--- config.mk ---
export PLATFORM = sky130hd
export DESIGN_NAME = uart_fifo
export DESIGN_NICKNAME = d
export VERILOG_FILES = /design/src/rtl/uart_fifo.sv
export SDC_FILE = /design/constraint.sdc
export NUM_CORES = 1
export LEC_CHECK = 0
export ABC_CLOCK_PERIOD_IN_PS = 4600
export CORE_MARGIN = 4
export CORE_UTILIZATION = 50
export CTS_CLUSTER_SIZE = 8
export DETAILED_ROUTE_END_ITERATION = 12
export GPL_ROUTABILITY_DRIVEN = 0
export PLACE_DENSITY = 0.66
export REMOVE_ABC_BUFFERS = 1
export SKIP_CTS_REPAIR_TIMING = 1
export SLEW_MARGIN = 20
export SYNTH_ARGS = -nofsm -noshare
export SYNTH_HDL_FRONTEND = slang
export SYNTH_SLANG_ARGS = --single-unit
--- constraint.sdc ---
create_clock -name clk -period 4.6 [get_ports clk]
set_input_delay 1.15 -clock clk [delete_from_list [all_inputs] [get_ports clk]]
set_output_delay 1.15 -clock clk [all_outputs]
set_load 0.05 [all_outputs]
--- src/rtl/uart_fifo.sv ---
// uart_fifo: memory-mapped UART peripheral on the 8-bit I/O bus.
// It has RX/TX byte FIFOs, a programmable 16-bit baud divisor, sticky error flags
// and a registered level interrupt.
// Optional feature macro: UART_PARITY_EN
//   Defined:   the MODE register and parity bit generation and checking are built.
//   Undefined: MODE reads 8'h00 and parity_err stays 0.

// Byte FIFO with a power-of-two depth.
// A push into a full FIFO is accepted only when a pop frees a slot in the same cycle.
module uart_fifo_buf #(
  parameter int DEPTH = 16
) (
  input  logic       clk,
  input  logic       rst_n,
  input  logic       i_push,
  input  logic       i_pop,
  input  logic [7:0] i_wdata,
  output logic [7:0] o_rdata,
  output logic       o_empty,
  output logic       o_full
);
  localparam int AW = $clog2(DEPTH);

  logic [7:0]    r_mem [DEPTH];
  logic [AW-1:0] r_wr_ptr;
  logic [AW-1:0] r_rd_ptr;
  logic [AW:0]   r_count;
  logic          w_push_ok;
  logic          w_pop_ok;

  assign o_empty   = (r_count == '0);
  assign o_full    = (r_count == (AW+1)'(DEPTH));
  assign w_pop_ok  = i_pop & ~o_empty;
  assign w_push_ok = i_push & (~o_full | w_pop_ok);
  assign o_rdata   = r_mem[r_rd_ptr];

  // Storage write; the array has no reset so that it can map onto RAM.
  always_ff @(posedge clk) begin
    if (w_push_ok) r_mem[r_wr_ptr] <= i_wdata;
  end

  // Pointers wrap naturally at DEPTH; the occupancy count is one bit wider.
  always_ff @(posedge clk or negedge rst_n) begin
    if (!rst_n) begin
      r_wr_ptr <= '0;
      r_rd_ptr <= '0;
      r_count  <= '0;
    end else begin
      if (w_push_ok) r_wr_ptr <= r_wr_ptr + 1'b1;
      if (w_pop_ok)  r_rd_ptr <= r_rd_ptr + 1'b1;
      case ({w_push_ok, w_pop_ok})
        2'b10:   r_count <= r_count + 1'b1;
        2'b01:   r_count <= r_count - 1'b1;
        default: r_count <= r_count;
      endcase
    end
  end
endmodule

module uart_fifo #(
  parameter logic [7:0]  BASE_ADDR  = 8'h0A,
  parameter int          FIFO_DEPTH = 16,
  parameter logic [15:0] DIV_RESET  = 16'd103,
  parameter int          OVERSAMPLE = 16
) (
  input  logic       clk,
  input  logic       rst_n,
  input  logic [7:0] din,
  input  logic [7:0] address,
  input  logic       w_en,
  input  logic       r_en,
  output logic [7:0] dout,
  input  logic       rx,
  output logic       tx,
  output logic       irq
);
  localparam int            TW      = $clog2(OVERSAMPLE);
  localparam logic [TW-1:0] TC_LAST = TW'(OVERSAMPLE - 1);
  localparam logic [TW-1:0] TC_HALF = TW'(OVERSAMPLE / 2 - 1);

  typedef enum logic [2:0] {RX_IDLE, RX_START, RX_DATA, RX_PARITY, RX_STOP, RX_BREAK} rx_state_t;
  typedef enum logic [2:0] {TX_IDLE, TX_START, TX_DATA, TX_PARITY, TX_STOP} tx_state_t;

  // Bus decode
  logic [7:0] w_off;
  logic       w_wr_ctrl, w_wr_data, w_wr_divl, w_wr_divh, w_rd_data;
  assign w_off     = address - BASE_ADDR;
  assign w_wr_ctrl = w_en & (w_off == 8'd0);
  assign w_wr_data = w_en & (w_off == 8'd1);
  assign w_wr_divl = w_en & (w_off == 8'd2);
  assign w_wr_divh = w_en & (w_off == 8'd3);
  assign w_rd_data = r_en & (w_off == 8'd1);

  logic [15:0] r_div, r_presc;
  logic        w_tick;
  logic        r_rx_s1, r_rx_s2, w_rx_s;
  logic        r_rx_ie, r_tx_ie, r_overrun, r_frame_err, r_parity_err;
  logic [7:0]  r_dout;
  logic        r_irq;
  logic        w_par_en, w_par_odd;
  logic [7:0]  w_mode, w_status;

  rx_state_t   r_rx_state, w_rx_state_next;
  logic [TW-1:0] r_rx_tcnt;
  logic [2:0]  r_rx_bcnt;
  logic [7:0]  r_rx_shift;
  logic        w_rx_bit_end, w_rx_can_push;
  logic        w_rx_push, w_set_overrun, w_set_frame, w_set_parity;

  tx_state_t   r_tx_state, w_tx_state_next;
  logic [TW-1:0] r_tx_tcnt;
  logic [2:0]  r_tx_bcnt;
  logic [7:0]  r_tx_shift;
  logic        r_tx_par;
  logic        w_tx_bit_end, w_tx_pop, w_tx, w_tx_idle;

  logic [7:0]  w_rx_rdata, w_tx_rdata;
  logic        w_rx_empty, w_rx_full, w_tx_empty, w_tx_full;

  uart_fifo_buf #(.DEPTH(FIFO_DEPTH)) u_rx_fifo (
    .clk(clk), .rst_n(rst_n), .i_push(w_rx_push), .i_pop(w_rd_data),
    .i_wdata(r_rx_shift), .o_rdata(w_rx_rdata), .o_empty(w_rx_empty), .o_full(w_rx_full)
  );

  uart_fifo_buf #(.DEPTH(FIFO_DEPTH)) u_tx_fifo (
    .clk(clk), .rst_n(rst_n), .i_push(w_wr_data), .i_pop(w_tx_pop),
    .i_wdata(din), .o_rdata(w_tx_rdata), .o_empty(w_tx_empty), .o_full(w_tx_full)
  );

`ifdef UART_PARITY_EN
  logic r_par_en, r_par_odd;
  logic w_wr_mode;
  assign w_wr_mode = w_en & (w_off == 8'd4);
  // Parity mode register
  always_ff @(posedge clk or negedge rst_n) begin
    if (!rst_n) begin
      r_par_en  <= 1'b0;
      r_par_odd <= 1'b0;
    end else if (w_wr_mode) begin
      r_par_en  <= din[0];
      r_par_odd <= din[1];
    end
  end
  assign w_par_en  = r_par_en;
  assign w_par_odd = r_par_odd;
  assign w_mode    = {6'b0, r_par_odd, r_par_en};
`else
  assign w_par_en  = 1'b0;
  assign w_par_odd = 1'b0;
  assign w_mode    = 8'h00;
`endif

  assign w_rx_s        = r_rx_s2;
  assign w_tick        = (r_presc == r_div);
  assign w_tx_idle     = w_tx_empty & (r_tx_state == TX_IDLE);
  // A bus pop in the same cycle makes room for the received byte.
  assign w_rx_can_push = ~w_rx_full | (w_rd_data & ~w_rx_empty);
  assign w_status      = {r_tx_ie, r_rx_ie, r_parity_err, r_frame_err, r_overrun,
                          w_tx_idle, ~w_tx_full, ~w_rx_empty};

  // Divisor register and prescaler; any divisor write restarts the prescaler.
  always_ff @(posedge clk or negedge rst_n) begin
    if (!rst_n) begin
      r_div   <= DIV_RESET;
      r_presc <= '0;
    end else begin
      if (w_wr_divl) r_div[7:0]  <= din;
      if (w_wr_divh) r_div[15:8] <= din;
      if (w_wr_divl | w_wr_divh | w_tick) r_presc <= '0;
      else                                r_presc <= r_presc + 16'd1;
    end
  end

  // Two-flop synchronizer for the asynchronous serial input, idling high.
  always_ff @(posedge clk or negedge rst_n) begin
    if (!rst_n) begin
      r_rx_s1 <= 1'b1;
      r_rx_s2 <= 1'b1;
    end else begin
      r_rx_s1 <= rx;
      r_rx_s2 <= r_rx_s1;
    end
  end

  // Control bits and sticky flags; a hardware set beats a same-cycle write-1-to-clear.
  always_ff @(posedge clk or negedge rst_n) begin
    if (!rst_n) begin
      r_rx_ie      <= 1'b0;
      r_tx_ie      <= 1'b0;
      r_overrun    <= 1'b0;
      r_frame_err  <= 1'b0;
      r_parity_err <= 1'b0;
    end else begin
      if (w_wr_ctrl) begin
        r_rx_ie <= din[6];
        r_tx_ie <= din[7];
      end
      r_overrun    <= w_set_overrun | (r_overrun    & ~(w_wr_ctrl & din[3]));
      r_frame_err  <= w_set_frame   | (r_frame_err  & ~(w_wr_ctrl & din[4]));
      r_parity_err <= w_set_parity  | (r_parity_err & ~(w_wr_ctrl & din[5]));
    end
  end

  // Registered read data; unmapped offsets hold the previous value.
  always_ff @(posedge clk or negedge rst_n) begin
    if (!rst_n) begin
      r_dout <= 8'h00;
    end else if (r_en) begin
      case (w_off)
        8'd0:    r_dout <= w_status;
        8'd1:    r_dout <= w_rx_empty ? 8'h00 : w_rx_rdata;
        8'd2:    r_dout <= r_div[7:0];
        8'd3:    r_dout <= r_div[15:8];
        8'd4:    r_dout <= w_mode;
        default: r_dout <= r_dout;
      endcase
    end
  end

  // Registered interrupt request
  always_ff @(posedge clk or negedge rst_n) begin
    if (!rst_n) r_irq <= 1'b0;
    else        r_irq <= (r_rx_ie & ~w_rx_empty) | (r_tx_ie & w_tx_idle) |
                         r_overrun | r_frame_err | r_parity_err;
  end

  assign dout = r_dout;
  assign irq  = r_irq;

  // RX FSM state register
  always_ff @(posedge clk or negedge rst_n) begin
    if (!rst_n) r_rx_state <= RX_IDLE;
    else        r_rx_state <= w_rx_state_next;
  end

  // RX next state; the FSM only moves on a sample tick.
  always_comb begin
    w_rx_state_next = r_rx_state;
    if (w_tick) begin
      case (r_rx_state)
        RX_IDLE:   if (!w_rx_s) w_rx_state_next = RX_START;
        RX_START:  if (r_rx_tcnt == TC_HALF) w_rx_state_next = w_rx_s ? RX_IDLE : RX_DATA;
        RX_DATA:   if (r_rx_tcnt == TC_LAST && r_rx_bcnt == 3'd7)
                     w_rx_state_next = w_par_en ? RX_PARITY : RX_STOP;
        RX_PARITY: if (r_rx_tcnt == TC_LAST) w_rx_state_next = RX_STOP;
        RX_STOP:   if (r_rx_tcnt == TC_LAST) w_rx_state_next = w_rx_s ? RX_IDLE : RX_BREAK;
        RX_BREAK:  if (w_rx_s) w_rx_state_next = RX_IDLE;
        default:   w_rx_state_next = RX_IDLE;
      endcase
    end
  end

  // RX tick/bit counters and data shifter (LSB arrives first)
  always_ff @(posedge clk or negedge rst_n) begin
    if (!rst_n) begin
      r_rx_tcnt  <= '0;
      r_rx_bcnt  <= 3'd0;
      r_rx_shift <= 8'h00;
    end else if (w_tick) begin
      case (r_rx_state)
        RX_START: r_rx_tcnt <= (r_rx_tcnt == TC_HALF) ? '0 : r_rx_tcnt + 1'b1;
        RX_DATA, RX_PARITY, RX_STOP: begin
          if (r_rx_tcnt == TC_LAST) begin
            r_rx_tcnt <= '0;
            if (r_rx_state == RX_DATA) begin
              r_rx_shift <= {w_rx_s, r_rx_shift[7:1]};
              r_rx_bcnt  <= r_rx_bcnt + 1'b1;
            end
          end else begin
            r_rx_tcnt <= r_rx_tcnt + 1'b1;
          end
        end
        default: begin
          r_rx_tcnt <= '0;
          r_rx_bcnt <= 3'd0;
        end
      endcase
    end
  end

  // RX outputs: FIFO push and flag-set strobes at the end of parity/stop bits
  always_comb begin
    w_rx_bit_end  = w_tick & (r_rx_tcnt == TC_LAST);
    w_rx_push     = 1'b0;
    w_set_overrun = 1'b0;
    w_set_frame   = 1'b0;
    w_set_parity  = 1'b0;
    if (r_rx_state == RX_STOP && w_rx_bit_end) begin
      w_rx_push     = w_rx_s & w_rx_can_push;
      w_set_overrun = w_rx_s & ~w_rx_can_push;
      w_set_frame   = ~w_rx_s;
    end
    if (r_rx_state == RX_PARITY && w_rx_bit_end)
      w_set_parity = (w_rx_s != (^r_rx_shift ^ w_par_odd));
  end

  // TX FSM state register
  always_ff @(posedge clk or negedge rst_n) begin
    if (!rst_n) r_tx_state <= TX_IDLE;
    else        r_tx_state <= w_tx_state_next;
  end

  // TX next state; a waiting byte follows the stop bit with no idle gap.
  always_comb begin
    w_tx_state_next = r_tx_state;
    if (w_tick) begin
      case (r_tx_state)
        TX_IDLE:   if (!w_tx_empty) w_tx_state_next = TX_START;
        TX_START:  if (r_tx_tcnt == TC_LAST) w_tx_state_next = TX_DATA;
        TX_DATA:   if (r_tx_tcnt == TC_LAST && r_tx_bcnt == 3'd7)
                     w_tx_state_next = w_par_en ? TX_PARITY : TX_STOP;
        TX_PARITY: if (r_tx_tcnt == TC_LAST) w_tx_state_next = TX_STOP;
        TX_STOP:   if (r_tx_tcnt == TC_LAST) w_tx_state_next = w_tx_empty ? TX_IDLE : TX_START;
        default:   w_tx_state_next = TX_IDLE;
      endcase
    end
  end

  // TX counters, shifter and parity latch; loaded when a byte is popped
  always_ff @(posedge clk or negedge rst_n) begin
    if (!rst_n) begin
      r_tx_tcnt  <= '0;
      r_tx_bcnt  <= 3'd0;
      r_tx_shift <= 8'h00;
      r_tx_par   <= 1'b0;
    end else if (w_tick) begin
      if (w_tx_pop) begin
        r_tx_shift <= w_tx_rdata;
        r_tx_par   <= ^w_tx_rdata ^ w_par_odd;
        r_tx_tcnt  <= '0;
        r_tx_bcnt  <= 3'd0;
      end else if (r_tx_state == TX_IDLE) begin
        r_tx_tcnt <= '0;
        r_tx_bcnt <= 3'd0;
      end else if (r_tx_tcnt == TC_LAST) begin
        r_tx_tcnt <= '0;
        if (r_tx_state == TX_DATA) begin
          r_tx_shift <= {1'b0, r_tx_shift[7:1]};
          r_tx_bcnt  <= r_tx_bcnt + 1'b1;
        end
      end else begin
        r_tx_tcnt <= r_tx_tcnt + 1'b1;
      end
    end
  end

  // TX outputs: FIFO pop strobe and line level decoded from state
  always_comb begin
    w_tx_bit_end = w_tick & (r_tx_tcnt == TC_LAST);
    w_tx_pop     = ~w_tx_empty & w_tick &
                   ((r_tx_state == TX_IDLE) | ((r_tx_state == TX_STOP) & w_tx_bit_end));
    case (r_tx_state)
      TX_START:  w_tx = 1'b0;
      TX_DATA:   w_tx = r_tx_shift[0];
      TX_PARITY: w_tx = r_tx_par;
      default:   w_tx = 1'b1;
    endcase
  end

  assign tx = w_tx;
endmodule
[Word level (Yosys, flattened, before mapping)]
Memory sizes are Yosys's and may differ from the RTL's.
Index checks and enable logic that the tools add are counted.
Widths: inputs -> output; s select.
Word-level totals
  output and inout port bits: 10
  memories kept: 2
  memory bits (writable): 256
  flip-flop bits (word level): 111
  word-level logic and storage cells: 204
Cells by class
  reduce and logical (&&, ||, !) cells: 27
  bitwise gates (word level): 47
  equality and inequality tests: 40
  muxes and demuxes: 47
  add/subtract/negate cells: 14
Memories
  u_rx_fifo.r_mem: words 16, bits a word 8, read ports 1, clocked after memory_dff 0, write ports 1, RTL line 24  | logic [7:0] r_mem [DEPTH];
  u_tx_fifo.r_mem: words 16, bits a word 8, read ports 1, clocked after memory_dff 0, write ports 1, RTL line 24
Operators with widths (count)
  $mux 3: 18
  $mux 8: 5
  $pmux 8 s5: 1
  $ne 2x2->1 const B: 13
  $and 1x1->1: 25
  $add 4x1->4 const B: 6
  $mux 4: 5
  $pmux 5 s2: 2
  $pmux 3 s6: 1
  $add 16x1->16 const B: 1
  $eq 16x16->1: 1
  $eq 8x2->1 const B: 2
  $mux 16: 1
  $reduce_xor 8->1: 2
  $eq 3x3->1 const B: 5
  $pmux 3 s5: 1
  $eq 3x2->1 const B: 4
  $or 1x1->1: 12
  $reduce_and 4->1: 3
  $add 5x1->5 const B: 2
  $eq 5x5->1 const B: 2
  $logic_not 5->1: 2
  $not 1->1: 10
  $sub 5x1->5 const B: 2
  other kinds (27): 49

[Depth between registers and ports, before layout]
  depth after elaboration: 10
  gate-level depth with buffers: 18
  depth with buffers taken out: 17

[Modules after synthesis]
Synthesis repeated with hierarchy kept, for this count alone.
Second synthesis, totals
  cells, all modules: 1047
  area total of the unflattened synthesis: 16133.0 um^2
Modules (own cells, without submodules)
  uart_fifo_buf at u_tx_fifo: cells each 306, area each 5835.6 um^2, sequential area each 4169.0 um^2, times used 1
  uart_fifo_buf at u_rx_fifo: cells each 301, area each 5774.3 um^2, sequential area each 4169.0 um^2, times used 1
  uart_fifo: cells each 440, area each 4523.1 um^2, sequential area each 2135.8 um^2, times used 1

[Worst setup path after synthesis]
Ideal clock, no wire load.
  path type: input to register
  start point: in address[1]
  end point: reg u_rx_fifo.r_count[4]
  data arrival time: 4147 ps
  setup time: 125 ps
  slack: 327 ps
  stages: 18
  data required time: 4475 ps
  path through: inv_1 -> ha_1 -> xor2_1 -> nand2_1 -> nor4b_1 -> a41oi_1 -> nor2_2 -> inv_1 -> ha_1 -> clkbuf_1 -> xor2_1 -> ha_1 -> o21ai_0 -> a21oi_1 -> a21oi_1 -> xor2_1 -> nor2_1 -> xor2_1
Between the ends
  word-level cells in the longest chain between the ends: 10
  elaborated cells on any way between the ends: 12
  those cells by class: add/sub (1); eq/ne (3); mux (2); bitwise (5); reduce/logical (1)
RTL lines
  start, declared: RTL line 69  | input logic [7:0] address,
  $sub 8x4->8 *: RTL line 87  | assign w_off = address - BASE_ADDR;
  $eq 8x1->1 *: RTL line 92  | assign w_rd_data = r_en & (w_off == 8'd1);
  $and 1x1->1 *: RTL line 92
  $and 1x1->1 *: RTL line 33, 157
  $or 1x1->1: RTL line 34, 157
  $and 1x1->1: RTL line 289  | w_rx_push = w_rx_s & w_rx_can_push;
  $mux 1: RTL line 288  | if (r_rx_state == RX_STOP && w_rx_bit_end) begin
  $and 1x1->1: RTL line 34  | assign w_push_ok = i_push & (~o_full | w_pop_ok);
  $eq 2x1->1 / $eq 2x2->1 (equally long branches): RTL line 51  | case ({w_push_ok, w_pop_ok})
  $pmux 5 s2 / $reduce_bool 2->1 (equally long branches)
  end signal, assigned: RTL line 52  | 2'b10: r_count <= r_count + 1'b1;
  end signal, assigned: RTL line 53  | 2'b01: r_count <= r_count - 1'b1;
  end signal, assigned: RTL line 54  | default: r_count <= r_count;
  end, declared: RTL line 27  | logic [AW:0] r_count;
Every way passes the cells marked *; elsewhere a longest branch is shown, timed or not.
A chain may end at the register's enable or synchronous reset.

[Worst setup path after layout]
  start point: in address[1]
  end point: reg u_tx_fifo.r_count[4]
Between the ends
  word-level cells in the longest chain between the ends: 6
  elaborated cells on any way between the ends: 8
  those cells by class: add/sub (1); eq/ne (3); mux (1); bitwise (2); reduce/logical (1)
RTL lines
  $sub 8x4->8 *: RTL line 87
  $eq 8x1->1 *: RTL line 89  | assign w_wr_data = w_en & (w_off == 8'd1);
  $and 1x1->1 *: RTL line 89
  $and 1x1->1 *: RTL line 34
  $eq 2x1->1 / $eq 2x2->1 (equally long branches): RTL line 51
  $pmux 5 s2 / $reduce_bool 2->1 (equally long branches)
  end signal, assigned: RTL line 52
  end signal, assigned: RTL line 53
  end signal, assigned: RTL line 54
  end, declared: RTL line 27
Marked as above.

==> results.py <==
metrics = {
    "synthesis": {
        "synthArstFlopShare_pct": 30.2,
        "avgSynthCellArea_um2": 15.7,
        "synth.area.top_cells": "edfxtp_1 49%, dfrtp_1 17%, mux4_2 9.6%, xnor2_1 2.9%, mux2_2 2.4%",
        "synth_common_cells": "256 x edfxtp_1, 104 x dfrtp_1, 78 x nand2_1, 67 x mux4_2, 52 x xnor2_1",
        "synth_edf_count": 256,
        "synth_top_cell_by_area": "edfxtp_1",
        "syn_inst": 1005,
        "ys_warn_count": 0,
        "ys_seq_area_share_pct": 66.4,
        "synth_most_common_cell": "edfxtp_1",
        "synth.distinct_cells": 63,
        "syn-cell-area_um2": 15800,
        "yosys.area.top_type_share_pct": 48.8,
        "ys.flop_type": "edfxtp_1",
        "synth-seq-cells": 367,
    },
    "worst_setup_path": {
        "cp_num_cells": 16,
        "reg2reg_depth": 14,
        "cpLargestDelayFamily": "simple AND/OR/NAND/NOR gates",
        "max_stage_delay_ns": 0.49,
        "crit_path_end_kind": "flip-flop",
        "critPathBufInv": 3,
        "r2r-start": "r_div[5]",
        "r2r-end": "u_tx_fifo.r_count[4]",
        "startpoint_type": "input pin",
        "setup.worst_path.start": "address[1]",
        "arrival_ns": 4.59,
        "critPathMaxFanout": 4,
        "critPathRequiredTime_ns": 5.02,
        "path_cells": "clkdlybuf4s50_1, inv_1, ha_1, nand2b_1, xnor2_1, or4_4, nor3_1, o211a_1, inv_1, ha_1, fa_1, a21o_1, a21oi_1, xor2_1, nor2_1, xor2_1",
        "worstSetupPathType": "input pin to flip-flop",
        "rrSetupSlack_ns": 0.96,
        "crit_end": "u_tx_fifo.r_count[4]",
        "worst_path_max_delay_cell": "or4_4",
    },
    "floorplanning": {
        "dieArea_um2": 34400,
        "fp.dieH_um": 186,
        "num_rows": 64,
        "initial_core_util_pct": 51.1,
        "die_w_um": 186,
        "core-area_um2": 30800,
        "io_pins": 31,
    },
    "grt": {
        "grt-ovfl-total": 0,
        "grt_pass1_wl_mm": 52.5,
        "grt_max_degree": 68,
        "antenna_found_initial": 0,
        "grt.total_usage_pct": 19.8,
        "grt_pass1_vias": 8831,
    },
    "run_status": {
        "status": "finished, final reports clean",
    },
    "placed_design": {
        "dp_hpwl_mm": 21.3,
        "postPlaceCellArea_um2": 16700,
        "io_buffers": 30,
    },
    "routing": {
        "dr.pass1.iters": 5,
        "drc": 0,
        "totalWireLength_mm": 32.9,
        "drt_iter0_drc": 664,
        "ant_nets": 0,
        "num_vias": 8811,
        "viasPerCell": 5.76,
        "post_drt_wl_per_cell_um": 21.5,
    },
    "cts": {
        "htreeDepth": 2,
        "ctsLongestPathBuffers": 3,
        "clock-sinks": 367,
        "clk_pin_slew_ns": 0.05,
        "clockRootBuffer": "clkbuf_16",
        "clkLatencyLatePin_ns": 0.55,
        "cts_buffers": 51,
        "cts_tree": "done",
    },
    "sta": {
        "holdWs_ns": 0.357,
        "final_hold_viol_count": 0,
        "clock_skew_ns": 0.0266,
        "setup_viol": 0,
        "rsz0062_at_grt": "no",
        "slew_headroom_pct": 37.6,
        "post-route-period-util_pct": 90.7,
        "layout_min_cycle_time_ns": 4.17,
        "slew_viol_final": 0,
        "tightest_slew_ns": 0.936,
        "fmax_ghz": 0.240,
    },
    "hold_path": {
        "hp-class": "flip-flop to flip-flop",
    },
    "power_and_ir_drop": {
        "p_per_area_nw_per_um2": 494,
        "leakage_uw": 0.00669,
        "vdd_drop_max_mv": 0.319,
    },
    "finish": {
        "fill_cells": 2326,
        "syn2layout_area_growth_pct": 15.6,
        "nets": 1139,
        "drive_gt1_share_pct": 20.2,
        "finalInstanceArea_um2": 18200,
        "diodes": 0,
    },
    "flow_run": {
        "maxCapViolations": 0,
    },
}
==> stage by stage <==
step	total power (uW)	TNS (ns)	utilization (%)	instances	setup slack, ns
global placement	5610	-0.0200	54.3	1434	-0.0200
finish	9010	0	59.1	1529	0.426
CTS	9100	0	59.1	1529	0.468
floorplan	5140	0	-	960	0.296
detailed placement	5640	-0.0827	54.3	1434	-0.0827
global route	9450	0	59.1	1529	0.189
==> worst min-delay path by stage <==
stage | endpoint | startpoint | slack [ns] | depth (start not counted)
6_report | r_rx_s2 | r_rx_s1 | 0.36 | 0
5_1_grt | r_rx_s2 | r_rx_s1 | 0.36 | 0
4_1_cts | r_rx_s2 | r_rx_s1 | 0.36 | 0
3_5_place_dp | r_rx_s2 | r_rx_s1 | 0.35 | 0
3_3_place_gp | r_rx_s2 | r_rx_s1 | 0.35 | 0
2_1_floorplan | r_rx_s2 | r_rx_s1 | 0.35 | 0
==> cells by family after synthesis <==
group | share of synthesized area, %
buffers and inverters | 1.74
AOI/OAI and AO/OA | 5.13
muxes | 12.9
DFF | 66.4
adders and majority gates | 2.19
xor gates and xnor gates | 4.11
and+or+nand+nor | 7.47
==> report_power, final <==
group	total (uW)	internal [uW]	switching (uW)
registers	4050	3710	335
clock network	3440	2110	1320
logic	1530	763	762
total	9010	6590	2420
==> layout make-up <==
type | count | area (um^2) | share of cell area (%)
clock buffers | 94 | 1460 | 8.00
repair buffers | 78 | 658 | 3.61
flip-flops and latches | 367 | 10500 | 57.5
well taps | 396 | 495 | 2.72
multi-input cells | 572 | 5040 | 27.6
clock inverters | 1 | 30.0 | 0.165
inverters | 21 | 78.8 | 0.432
==> layer usage <==
metal / wire (um) / global-route usage (%) / vias to the layer above
met5: 0 / 0 / -
met1: 15300 / 30.8 / 4532
li1: - / - / 4019
met3: 1780 / 2.78 / 43
met4: 512 / 4.14 / 0
met2: 15300 / 30.5 / 217
==> layout by cell type (no fill, tap or decap), types with 7 or more instances in the layout <==
| cell | Yosys | routed |
|---|---|---|
| edfxtp_1 | 256 | 256 |
| dfrtp_1 | 104 | 101 |
| nand2_1 | 78 | 78 |
| mux4_2 | 67 | 67 |
| xnor2_1 | 52 | 52 |
| clkbuf_16 | 0 | 52 |
| buf_4 | 2 | 49 |
| nor2_1 | 48 | 48 |
| clkbuf_1 | 27 | 42 |
| o21ai_0 | 38 | 38 |
| mux2_2 | 34 | 34 |
| clkdlybuf4s50_1 | 0 | 29 |
| ha_1 | 26 | 26 |
| nand3_1 | 22 | 22 |
| xor2_1 | 22 | 22 |
| inv_1 | 21 | 21 |
| and2_1 | 17 | 17 |
| a22oi_1 | 17 | 17 |
| a21oi_1 | 15 | 15 |
| mux2i_1 | 15 | 15 |
| nor3_1 | 12 | 12 |
| nand4_1 | 9 | 9 |
| nor2b_1 | 9 | 9 |
| and3_1 | 8 | 8 |
| nor3b_1 | 7 | 7 |
| dfstp_2 | 7 | 7 |
==> sequential cells by signal, summed over array words and instances (netlist names), 5 cells and up <==
signal	count
r_div	16
r_presc	16
u_rx_fifo.r_mem	128
u_tx_fifo.r_count	5
r_rx_shift	8
dout	8
u_tx_fifo.r_mem	128
r_tx_shift	8
u_rx_fifo.r_count	5
No activity file was read; power rests on OpenSTA's default activity.
